===== src/rtl/decoder_scan_sequencer.sv =====
// Scan sequencer for a 3-to-8 active-low-enable decoder: steps the select code through a
// programmable range with a fixed dwell per code and optional blanking between codes.
module decoder_scan_sequencer #(
  parameter int unsigned DWELL = 50,
  parameter int unsigned BLANK = 2,
  parameter int unsigned CNT_W = 16
) (
  input  logic       clk,
  input  logic       rst,
  input  logic       start,
  input  logic       stop,
  input  logic       mode,
  input  logic [2:0] first,
  input  logic [2:0] last,
  output logic [2:0] w,
  output logic       e,
  output logic       busy,
  output logic       step,
  output logic       done
);

  localparam logic [CNT_W-1:0] DwellEnd = CNT_W'(DWELL - 1);
  localparam logic [CNT_W-1:0] BlankEnd = (BLANK > 0) ? CNT_W'(BLANK - 1) : '0;

  typedef enum logic [1:0] {StIdle, StActive, StBlank} state_e;

  state_e           state_q, state_d;
  logic [CNT_W-1:0] cnt_q, cnt_d;
  logic [2:0]       w_q, w_d;
  logic [2:0]       first_q, first_d;
  logic [2:0]       last_q, last_d;
  logic             mode_q, mode_d;
  logic             e_q, e_d;
  logic             busy_q, busy_d;
  logic             step_q, step_d;
  logic             done_q, done_d;

  // Next-state qualifiers consumed by the output process
  logic             new_code;
  logic             pass_done;

  always_ff @(posedge clk) begin
    if (rst) begin
      state_q <= StIdle;
      cnt_q   <= '0;
      w_q     <= 3'd0;
      first_q <= 3'd0;
      last_q  <= 3'd0;
      mode_q  <= 1'b0;
      e_q     <= 1'b1;
      busy_q  <= 1'b0;
      step_q  <= 1'b0;
      done_q  <= 1'b0;
    end else begin
      state_q <= state_d;
      cnt_q   <= cnt_d;
      w_q     <= w_d;
      first_q <= first_d;
      last_q  <= last_d;
      mode_q  <= mode_d;
      e_q     <= e_d;
      busy_q  <= busy_d;
      step_q  <= step_d;
      done_q  <= done_d;
    end
  end

  always_comb begin
    state_d   = state_q;
    cnt_d     = cnt_q;
    w_d       = w_q;
    first_d   = first_q;
    last_d    = last_q;
    mode_d    = mode_q;
    new_code  = 1'b0;
    pass_done = 1'b0;
    case (state_q)
      StIdle: begin
        if (start && !stop) begin
          first_d  = first;
          last_d   = last;
          mode_d   = mode;
          w_d      = first;
          cnt_d    = '0;
          state_d  = StActive;
          new_code = 1'b1;
        end
      end
      StActive: begin
        if (stop) begin
          state_d = StIdle;
          cnt_d   = '0;
        end else if (cnt_q == DwellEnd) begin
          cnt_d = '0;
          if (w_q == last_q && !mode_q) begin
            state_d   = StIdle;
            pass_done = 1'b1;
          end else begin
            // Address moves on the dwell boundary so it settles while the decoder is off
            w_d = (w_q == last_q) ? first_q : w_q + 3'd1;
            if (BLANK == 0) begin
              state_d  = StActive;
              new_code = 1'b1;
            end else begin
              state_d = StBlank;
            end
          end
        end else begin
          cnt_d = cnt_q + CNT_W'(1);
        end
      end
      StBlank: begin
        if (stop) begin
          state_d = StIdle;
          cnt_d   = '0;
        end else if (cnt_q == BlankEnd) begin
          cnt_d    = '0;
          state_d  = StActive;
          new_code = 1'b1;
        end else begin
          cnt_d = cnt_q + CNT_W'(1);
        end
      end
      default: begin
        state_d = StIdle;
        cnt_d   = '0;
      end
    endcase
  end

  always_comb begin
    e_d    = (state_d != StActive);
    busy_d = (state_d != StIdle);
    step_d = new_code;
    done_d = pass_done;
  end

  assign w    = w_q;
  assign e    = e_q;
  assign busy = busy_q;
  assign step = step_q;
  assign done = done_q;

endmodule


===== config.mk =====
export PLATFORM = sky130hd
export DESIGN_NAME = decoder_scan_sequencer
export DESIGN_NICKNAME = d
export VERILOG_FILES = /design/src/rtl/decoder_scan_sequencer.sv
export SDC_FILE = /design/constraint.sdc
export NUM_CORES = 1
export LEC_CHECK = 0
export ABC_AREA = 0
export BUFFER_PORTS_ARGS = -buffer_cell sky130_fd_sc_hd__buf_2
export CAP_MARGIN = 25
export CELL_PAD_IN_SITES_DETAIL_PLACEMENT = 1
export CELL_PAD_IN_SITES_GLOBAL_PLACEMENT = 1
export CORE_ASPECT_RATIO = 1.5
export CORE_MARGIN = 5
export CORE_UTILIZATION = 44
export DETAILED_ROUTE_END_ITERATION = 8
export GPL_TIMING_DRIVEN = 0
export PLACE_DENSITY = 0.82
export SYNTH_ARGS = -nofsm -noshare
export SYNTH_HDL_FRONTEND = slang
export SYNTH_SLANG_ARGS = --single-unit

===== constraint.sdc =====
create_clock -name clk -period 2.6 [get_ports clk]
set_clock_uncertainty 0.2 [all_clocks]
set_input_delay 0.13 -clock clk [delete_from_list [all_inputs] [get_ports clk]]
set_output_delay 0.13 -clock clk [all_outputs]
set_load 0.03 [all_outputs]

==> metrics.cfg <==
[logic_synthesis]
synth_area_leaders = dfxtp_1 (37%), nand2_1 (5.3%), ha_1 (5.1%), mux2i_1 (4.7%), nand3_1 (4.7%)
syn_area_per_cell_um2 = 8.61
yosys.area.top_type = dfxtp_1
syn_area_um2 = 1710
synth-main-ff-cell = dfxtp_1
synth_common_cells = dfxtp_1 (32), nand2_1 (24), nor2_1 (17)
synthCells = 199
synth_nets = 217
synthArstFlopShare_pct = 0
ys.warnings.count = 0
synth-seq-area-share_pct = 37.4
synth_top_area_share_pct = 37.4
yosys.cell_count.top_type = dfxtp_1
synth_seq_cells = 32
synth_edf_count = 0
ys_types = 46

[routing]
wl_met1_mm = 1.76
viasPerCell = 5.89
ant_nets = 0
drt-pass1-iter-count = 4
wl_met3_um = 137
routed_wl_mm = 4.63
routed.top_layer = met4
drc = 0
met2_length_mm = 2.58
drtIter0Drc = 64
detail_route.wl_per_cell_um = 16.9
num_vias = 1620

[floorplan]
start_util_pct = 46.1
pin_count = 18
dieArea_um2 = 5270
die_w_um = 61.0
die-height_um = 86.4
core_area_um2 = 3720
rows = 27

[placement]
dp.cells = 259
place_hpwl_mm = 3.42
preCtsSetupSlack_ns = -0.227
io_buffers = 17
place.gp.congestion = 0.849

[clock_network]
clockBufferDepth = 2
clk_pin_slew_worst_paths_ns = 0.07
cts_buffers = 5
cts_max_level = 2
root_buffer = clkbuf_8
cts_tree = done
cts.sinks = 32
clkLatencyLatePin_ns = 0.29

[timing]
min_period_ns = 2.52
setup_viol = 0
setup_slack_ns = 0.0826
rsz0062_at_grt = false
slew_violations = 0
worst_pin_slew_ns = 0.594
hold_viol = 0
slew_headroom_pct = 60.1
max_freq_mhz = 397
post-route-period-util_pct = 96.8

[final_layout]
syn2layout_area_growth_pct = 20.4
fillers = 457
seq_area_um2 = 642
layout.nets = 249
antennaDiodeCount = 0
final_cell_count_no_fill = 275
multi_input_comb_area_um2 = 1060
drive_gt1_share_pct = 18.1

[critical_path]
required_ns = 2.56
path_cells = or4_4 -> or4_1 -> o311ai_2 -> a311o_2 -> o21bai_1
start_kind = flip-flop
path_buf_inv = 0
cp_slowest_stage_delay_ns = 0.60
cp_max_fo = 4
cp_slowest_cell = or4_1
cp.arrival_ns = 2.48
path_class = reg2reg
crit_family = simple AND/OR/NAND/NOR gates
worst_setup_path_end_kind = flip-flop

[power]
clockPowerShare_pct = 37.4
power.internal_mw = 0.782
power_frac_seq_pct = 48.6
power_mw = 1.06
swShare_pct = 26.3
p_sw_mw = 0.278
comb_power_share_pct = 13.9
p_leak_nw = 0.802
powerDensity_nw_per_um2 = 514
ir_drop_uv = 406

[grt]
grt_pass1_wl_mm = 8.02
grt.total_usage_pct = 20.2
grt_pass1_vias = 1749
antenna_found_initial = 0
overflow = 0
grt_start_max_net_pins = 11

[worst_hold_path]
hold_path.class = in2reg

[flow_run]
drv_cap = 0

[outcome]
status = finished, final reports clean

-- logic make-up (layout without fill, tap and decap cells) --
| group | after synthesis | in the layout | synth area share, % |
|---|---|---|---|
| buffers and inverters | 14 | 47 | 3.14 |
| AOI/OAI and AO/OA | 32 | 32 | 14.2 |
| and+or+nand+nor | 94 | 94 | 29.0 |
| DFF | 32 | 32 | 37.4 |
| xor gates and xnor gates | 9 | 9 | 4.60 |
| adders and majority gates | 7 | 7 | 5.11 |
| muxes | 11 | 11 | 6.64 |
-- metrics by stage --
stage | TNS (ns) | hold slack [ns] | instance area, µm² | util, %
after floorplan | 0 | 0.0739 | 1710 | -
after global placement | -0.0668 | 0.164 | 1850 | 49.9
after detailed placement | -1.22 | 0.173 | 1850 | 49.9
after CTS | 0 | 0.0426 | 2020 | 54.3
after global routing | 0 | 0.0904 | 2060 | 55.5
final | 0 | 0.0561 | 2060 | 55.5
-- path summary, 6_finish.rpt --
path              startpoint  endpoint  slack (ns)  depth (start not counted)
hold reg to reg     cnt_q[1]  cnt_q[1]        0.30                          2
setup reg to reg   cnt_q[11]      busy        0.08                          5
setup / recovery   cnt_q[11]      busy        0.08                          5
hold / removal          stop      done        0.06                          4
-- layer usage --
metal / GRT usage, % / vias to the layer above
li1: - / 782
met1: 20.3 / 786
met2: 36.6 / 36
met3: 4.02 / 16
met4: 12.0 / 0
met5: 0 / -
-- power groups by stage --
| stage | registers, mW | logic, mW | clock network [mW] |
|---|---|---|---|
| 2_1_floorplan | 0.538 | 0.0828 | 0 |
| 3_3_place_gp | 0.525 | 0.130 | 0 |
| 3_5_place_dp | 0.526 | 0.137 | 0 |
| 4_1_cts | 0.515 | 0.146 | 0.408 |
| 5_1_grt | 0.517 | 0.165 | 0.430 |
| 6_report | 0.516 | 0.148 | 0.397 |
-- cells in the final DEF (no fill, tap or decap), drive strengths merged, types with 3 or more instances in the layout --
cell type,Yosys,final
ha,7,7
mux2,3,3
dlygate4sd3,0,7
nand4,3,3
inv,8,8
nand2,25,25
nand2b,3,3
buf,1,19
mux2i,8,8
or4,3,3
nor2,17,17
xnor2,4,4
nor3,3,3
clkbuf,5,13
dfxtp,32,32
or3,5,5
nor4,3,3
xor2,5,5
o311ai,8,8
nand3,16,16
nand3b,3,3
nor2b,6,6
a21oi,7,7
-- repair_timing --
| action | in CTS | in global routing |
|---|---|---|
| buffers inserted | 0 | 1 |
| pin swaps | 0 | 4 |
| setup endpoints to repair | 8 | 16 |
| endpoints found under the hold margin | 9 | 0 |
| resized for setup | 1 | 7 |
| hold buffers | 7 | 0 |
-- state kept, by name, indices dropped and copies added (netlist names), 2 cells and up --
register / count
cnt_q: 16
first_q: 3
last_q: 3
state_q: 2
w: 3
-- tightest hold or removal path: stages --
cell     delay [ns]
buf_2          0.13
inv_1          0.08
nand2_1        0.10
nor3_1         0.06
-- cell type report --
cell class                 instances  area share [%]
inverter                           8            1.46
timing repair buffer              25            7.88
buffer                             6            1.15
tap                               43            2.61
sequential                        32            31.1
multi-input combinational        153            51.4
clock buffer                       8            4.37
Power figures use the tool's default switching activity.
